File: src/rtl/ex_mem_pkg.sv
// Shared definitions for the EX/MEM pipeline stage.
//   DATA_W / REG_ADDR_W : payload field widths
//   CTRL_*              : bit positions inside the 5-bit control bundle
//   state_t             : skid-buffer occupancy states
//   payload_t           : one captured EX instruction (without its zero flag)
package ex_mem_pkg;

  localparam int DATA_W     = 32;
  localparam int REG_ADDR_W = 5;
  localparam int CTRL_W     = 5;

  localparam int CTRL_REGWRITE = 4;
  localparam int CTRL_MEMREAD  = 3;
  localparam int CTRL_MEMWRITE = 2;
  localparam int CTRL_MEMTOREG = 1;
  localparam int CTRL_BRANCH   = 0;

  typedef enum logic [1:0] {
    EMPTY = 2'd0,
    ONE   = 2'd1,
    FULL  = 2'd2
  } state_t;

  typedef struct packed {
    logic [CTRL_W-1:0]     ctrl;
    logic [DATA_W-1:0]     alu_result;
    logic [DATA_W-1:0]     write_data;
    logic [DATA_W-1:0]     branch_target;
    logic [REG_ADDR_W-1:0] write_reg;
  } payload_t;

  function automatic logic is_zero(input logic [DATA_W-1:0] value);
    return ~|value;
  endfunction

endpackage

File: src/rtl/ex_mem_entry.sv
// One payload slot of the EX/MEM skid buffer.
//   Clk, Rst : clock, async active-low reset (clears the slot to zero)
//   load     : capture payload on the rising edge
//   payload  : incoming instruction fields
//   held     : stored fields
//   zero     : ALU result of the stored payload was zero (computed at capture)
module ex_mem_entry
  import ex_mem_pkg::*;
(
  input  logic     Clk,
  input  logic     Rst,
  input  logic     load,
  input  payload_t payload,
  output payload_t held,
  output logic     zero
);

  always_ff @(posedge Clk or negedge Rst) begin
    if (!Rst) begin
      held <= '0;
      zero <= 1'b0;
    end else if (load) begin
      held <= payload;
      zero <= is_zero(payload.alu_result);
    end
  end

endmodule

File: src/rtl/ex_mem_stage.sv
// EX/MEM pipeline stage: two-entry skid buffer between the ALU and the MEM
// stage, with registered zero flag, beq resolution and a retire counter.
//   Clk, Rst                      : clock, async active-low reset
//   InValid/InReady               : EX-side handshake (InReady is registered)
//   ALUResult, WriteData, WriteReg, BranchTarget, CtrlIn : instruction payload
//   Flush                         : synchronous kill of all held entries
//   OutValid/OutReady             : MEM-side handshake
//   *Out, ZeroOut, BranchTaken    : head entry view (zero while invalid)
//   RetiredCount                  : number of entries handed to MEM
//
// state | meaning
// EMPTY | no valid entry
// ONE   | head valid, skid empty
// FULL  | head and skid valid, input stalled
module ex_mem_stage
  import ex_mem_pkg::*;
(
  input  logic                  Clk,
  input  logic                  Rst,
  input  logic                  InValid,
  output logic                  InReady,
  input  logic [DATA_W-1:0]     ALUResult,
  input  logic [DATA_W-1:0]     WriteData,
  input  logic [REG_ADDR_W-1:0] WriteReg,
  input  logic [DATA_W-1:0]     BranchTarget,
  input  logic [CTRL_W-1:0]     CtrlIn,
  input  logic                  Flush,
  output logic                  OutValid,
  input  logic                  OutReady,
  output logic [DATA_W-1:0]     ALUResultOut,
  output logic [DATA_W-1:0]     WriteDataOut,
  output logic [DATA_W-1:0]     BranchTargetOut,
  output logic [REG_ADDR_W-1:0] WriteRegOut,
  output logic [CTRL_W-1:0]     CtrlOut,
  output logic                  ZeroOut,
  output logic                  BranchTaken,
  output logic [31:0]           RetiredCount
);

  state_t   state, state_next;
  logic     in_xfer, out_xfer;
  logic     head_load, skid_load;
  payload_t in_payload, head_src, head_held, skid_held;
  logic     head_zero, skid_zero;
  logic     head_zero_unused;
  logic [31:0] retired_count;

  assign in_payload = '{ctrl:          CtrlIn,
                        alu_result:    ALUResult,
                        write_data:    WriteData,
                        branch_target: BranchTarget,
                        write_reg:     WriteReg};

  // Both handshake flags come straight from the state register, so MEM
  // backpressure never reaches EX combinationally.
  assign OutValid = (state != EMPTY);
  assign InReady  = (state != FULL);
  assign in_xfer  = InValid & InReady;
  assign out_xfer = OutValid & OutReady;

  // The head refills from the skid when draining out of FULL, otherwise
  // from the input.
  assign head_src = (state == FULL) ? skid_held : in_payload;

  always_ff @(posedge Clk or negedge Rst) begin
    if (!Rst) begin
      state         <= EMPTY;
      retired_count <= '0;
    end else begin
      state <= state_next;
      if (out_xfer && !Flush) retired_count <= retired_count + 32'd1;
    end
  end

  always_comb begin
    state_next = state;
    head_load  = 1'b0;
    skid_load  = 1'b0;
    case (state)
      EMPTY: begin
        if (in_xfer) begin
          state_next = ONE;
          head_load  = 1'b1;
        end
      end
      ONE: begin
        if (in_xfer && out_xfer) begin
          head_load = 1'b1;
        end else if (in_xfer) begin
          state_next = FULL;
          skid_load  = 1'b1;
        end else if (out_xfer) begin
          state_next = EMPTY;
        end
      end
      FULL: begin
        if (out_xfer) begin
          state_next = ONE;
          head_load  = 1'b1;
        end
      end
      default: state_next = EMPTY;
    endcase
    // Flush overrides everything decided above, including the capture.
    if (Flush) begin
      state_next = EMPTY;
      head_load  = 1'b0;
      skid_load  = 1'b0;
    end
  end

  ex_mem_entry u_head (
    .Clk     (Clk),
    .Rst     (Rst),
    .load    (head_load),
    .payload (head_src),
    .held    (head_held),
    .zero    (head_zero)
  );

  ex_mem_entry u_skid (
    .Clk     (Clk),
    .Rst     (Rst),
    .load    (skid_load),
    .payload (in_payload),
    .held    (skid_held),
    .zero    (skid_zero)
  );

  // The skid's zero flag is implied again when its payload moves to the head.
  assign head_zero_unused = skid_zero;

  // Head view is masked while invalid so stale data never leaks to MEM.
  assign ALUResultOut    = OutValid ? head_held.alu_result    : '0;
  assign WriteDataOut    = OutValid ? head_held.write_data    : '0;
  assign BranchTargetOut = OutValid ? head_held.branch_target : '0;
  assign WriteRegOut     = OutValid ? head_held.write_reg     : '0;
  assign CtrlOut         = OutValid ? head_held.ctrl          : '0;
  assign ZeroOut         = OutValid & head_zero;
  assign BranchTaken     = ZeroOut & CtrlOut[CTRL_BRANCH];
  assign RetiredCount    = retired_count;

endmodule

File: config.mk
export PLATFORM = sky130hd
export DESIGN_NAME = ex_mem_stage
export DESIGN_NICKNAME = d
export VERILOG_FILES = /design/src/rtl/ex_mem_pkg.sv /design/src/rtl/ex_mem_entry.sv /design/src/rtl/ex_mem_stage.sv
export SDC_FILE = /design/constraint.sdc
export NUM_CORES = 1
export LEC_CHECK = 0
export CAP_MARGIN = 10
export CORE_ASPECT_RATIO = 2
export CORE_MARGIN = 10
export CORE_UTILIZATION = 55
export DETAILED_ROUTE_END_ITERATION = 10
export PLACE_DENSITY_LB_ADDON = 0.25
export RECOVER_POWER = 25
export SLEW_MARGIN = 20
export SYNTH_ARGS = -nofsm -noshare
export SYNTH_HDL_FRONTEND = slang
export SYNTH_SLANG_ARGS = --single-unit
export TNS_END_PERCENT = 5
File: constraint.sdc
create_clock -name Clk -period 3.6 [get_ports Clk]
set_input_delay 0.72 -clock Clk [delete_from_list [all_inputs] [get_ports Clk]]
set_output_delay 0.72 -clock Clk [all_outputs]
set_load 0.01 [all_outputs]
==> summary by stage <==
Detailed routing
The final wirelength is 30,600 um. The remaining antenna violation count after routing is 0. Dividing the detail-routed via count by the number of cells gives 5.38. The per-cell routed wire length is 19.1 um.

The count of TritonRoute iterations in the first routing pass is 4. The post-route DRC violation count is 0. The violation count after the first detailed-route iteration is 451. The via count is 8,626.

Synth
The register area share after synthesis is 52.9%. The share of flip-flops with an asynchronous set or reset after synthesis is 100%. The cell area after technology mapping is 0.0117 mm2. A synthesized cell averages 10.7 um2. The fraction of the mapped netlist area in adder cells is 0.107%.

The number of distinct standard cells referenced by the synthesized netlist is 37. Counting flops with a built-in enable in the synthesized netlist gives 0. By area the synthesized netlist is led by sky130_fd_sc_hd__dfrtp_1 (53%), sky130_fd_sc_hd__mux2_2 (21%), sky130_fd_sc_hd__nand2_1 (11%), sky130_fd_sc_hd__and2_1 (5.7%), sky130_fd_sc_hd__xor2_1 (1.6%).

The post-synthesis cell type with the largest combined area is sky130_fd_sc_hd__dfrtp_1. The commonest register cell after synthesis is sky130_fd_sc_hd__dfrtp_1. For this run, the number of Yosys warnings is 0. The post-synthesis share of cell area spent on and, or, nand and nor gates is 21.0%. The most frequently used cell type in the post-synthesis netlist is sky130_fd_sc_hd__nand2_1. Of the post-synthesis cell area, the part taken by muxes is 20.5%. Of the total synthesized cell area, the portion taken by XOR and XNOR cells is 2.32%. In this run the biggest area consumer among cell types represents 52.9% of the synthesized area. The share of the synthesized area in compound gates (AO/OA/AOI/OAI) is 0.493%.

The synthesized instance count is 1,091. Synthesis produced a netlist with a net count of 1,203. Counting instances in the post-synthesis netlist gives the leading cell types as sky130_fd_sc_hd__nand2_1 (335), sky130_fd_sc_hd__dfrtp_1 (247), sky130_fd_sc_hd__mux2_2 (213), sky130_fd_sc_hd__and2_1 (106), sky130_fd_sc_hd__clkbuf_1 (42). After synthesis the netlist holds a flip-flop and latch count of 247. By area, the combinational part of the netlist is dominated by simple AND/OR/NAND/NOR gates.

Clock tree
TritonCTS built the clock tree. The total setup buffers inserted after CTS is 0. After clock tree synthesis, the clock-pin slew on the worst setup and hold paths is 0.07 ns.

The clock net in this run drives a total of 247 sinks. The clock reaches the later pin of the worst-skew pair after 0.51 ns. The library cell used as clock root buffer is sky130_fd_sc_hd__clkbuf_16. The CTS H-tree depth is 1. The clock passes through at most 3 buffers.

TritonCTS created 22 clock buffers. The cts-stage hold buffer count is 0. The post-cts sizing count is 0.

Worst hold path
The worst hold path terminates at RetiredCount[31]. The tightest min-delay check is of the reg -> reg type. The launch point of the worst hold path is RetiredCount[31]. Counting instances, the worst hold path has a depth of 1.

Finish
For this run, the post-layout net count is 1,430. The share of layout cells above drive strength 1 is 20.6%. Compared with the post-synthesis result, the final layout area differs by 29.7%.

Power and ir drop
The worst IR drop on VDD is 0.477 mV. The analysis attributes to cell leakage a power of 6.73 nW. For this design the ratio of total power to cell area is 506 mW/mm2.

Floorplan
The chip width is 123 um. The floorplan has 75 rows. During I/O placement, the number of pins put on the boundary was 253. The vertical die dimension is 226 um. The area enclosed by the die boundary is 0.0278 mm2. The core region is 0.0209 mm2. For this configuration, the core starts out at a cell density of 55.8%.

Worst setup path
The critical register-to-register path startpoint is state[1]. The critical path in this run is classified as reg -> out. The arrival time of the worst setup path is 2.69 ns. STA classifies the critical path endpoint as a primary output.

The worst register-to-register path ends at u_head.held[6]. At the worst endpoint, the required time is 2.88 ns. Counting cells, the worst reg-to-reg path comes to 6.

Of all nets on the critical path, the largest fanout is 56. The launching element type of the critical path is a register. Setup slack on the worst reg-to-reg path comes out at 1.30 ns.

Status
The flow ran to the end, but the final reports show violations. The final reports fail on capacitance limit, slew limit.

Global routing
Entering global routing, the biggest net connects 83 pins. The number of global-route vias before repair came to 9,023. Global routing finished with a remaining overflow of 0. The first global-routing pass estimated 48,200 um of wire. The overall track demand over capacity in global routing is 21.6%.

The initial antenna violation count is 4.

STA
The number of failing hold endpoints at the final stage is 0. Setup repair after global routing left no endpoint under its margin. The setup clock skew after layout is 0.00536 ns. The tightest slew margin relative to the limit is -29.4%. The minimum setup slack in the final design is 0.189 ns. The final critical-path required period is 3.41 ns. The number of pins with negative max-slew slack in the final report is 73.

Setup violations remaining at the end of the flow were counted as 0. The post-route setup TNS is 0 ns. At the pin with the least slew margin, the transition time is 1.94 ns. For this run, the top clock speed supported by timing is 293 MHz.

The final critical path takes up 94.8% of the cycle.

Placed design
Input and output buffers added on the ports amount to 252. The congestion estimate from routability-driven global placement came to 0.821. Summed over all nets, the half-perimeter wirelength after detailed placement is 21,300 um. At the placement stage, the worst setup path has a slack of 0.676 ns.

Job
Across the run, the number of max-cap violations was 1.
[cell families (layout without fill, tap and decap cells)]
family | Yosys count | in the layout
xor+xnor | 31 | 31
fa+ha+maj | 1 | 1
buf+inv | 70 | 308
flops | 247 | 247
other cells | 0 | 4
compound gates | 8 | 8
mux | 213 | 213
simple gates | 521 | 521
[per-stage QoR]
stage / instance area, um2 / hold slack, ns / power (mW) / util [%] / instances
floorplan: 11700 / 0.424 / 4.60 / - / 1091
global placement: 14500 / 0.459 / 5.36 / 69.1 / 1563
detailed placement: 14500 / 0.470 / 5.44 / 69.1 / 1563
CTS: 15200 / 0.190 / 7.76 / 72.4 / 1598
global route: 15200 / 0.493 / 8.03 / 72.4 / 1602
finish: 15200 / 0.474 / 7.66 / 72.4 / 1602
[critical path, cell delays in order, from the launching register on]
cell	delay [ns]
sky130_fd_sc_hd__dfrtp_1	0.45
sky130_fd_sc_hd__nor2_1	0.47
sky130_fd_sc_hd__inv_2	0.28
sky130_fd_sc_hd__buf_12	0.25
sky130_fd_sc_hd__and2_1	0.18
sky130_fd_sc_hd__clkdlybuf4s50_1	0.52
[placed cells by master, fill, tap and decap left out, drive strengths merged, types with 2 or more instances in the layout]
master / count
buf: 13
and4: 3
diode: 4
mux2: 213
nand3: 10
a21oi: 3
nor4: 28
nor2: 8
clkbuf: 32
nand4: 10
and3: 2
clkinv: 5
inv: 7
clkdlybuf4s50: 251
or3: 2
nor3: 10
and2: 106
xor2: 21
nand2b: 2
xnor2: 10
dfrtp: 247
nor2b: 2
nand2: 335
[registers in the layout (all words and copies together) (netlist names)]
name / cells
u_head.held: 106
u_skid.held: 106
RetiredCount: 32
state: 2
u_head.zero: 1
[power breakdown]
group          leakage [nW]  total, mW  internal (mW)  switching [mW]
Clock                 0.347       2.29           1.28            1.01
Sequential             3.00       3.78           3.39           0.382
Combinational          3.38       1.60          0.983           0.615
[worst max path at each step]
stage             start               end  cells after the start  slack (ns)
2_1_floorplan   InValid   u_head.held[39]                      6        1.42
3_3_place_gp      Flush  RetiredCount[22]                      5        0.74
3_5_place_dp   state[0]  WriteDataOut[31]                      5        0.68
4_1_cts        state[0]  WriteDataOut[31]                      5        0.11
5_1_grt        state[0]   ALUResultOut[4]                      5        0.05
6_report       state[0]  WriteDataOut[31]                      5        0.19
[final cells by class]
cell class,count,area (um2)
inverters,7,28.8
diodes,4,10.0
clock buffers,30,662
well taps,269,337
fillers,1540,5770
flip-flops and latches,247,6180
repair buffers,266,2700
clock inverters,5,25.0
multi-input cells,774,5210
[metal layers]
metal	track usage, %	part of all wire (%)
met1	24.7	38
met2	38.5	54
met3	3.93	5.5
met4	8.64	3.0
met5	0	0
Note: power is estimated with default switching activity, not from simulation.
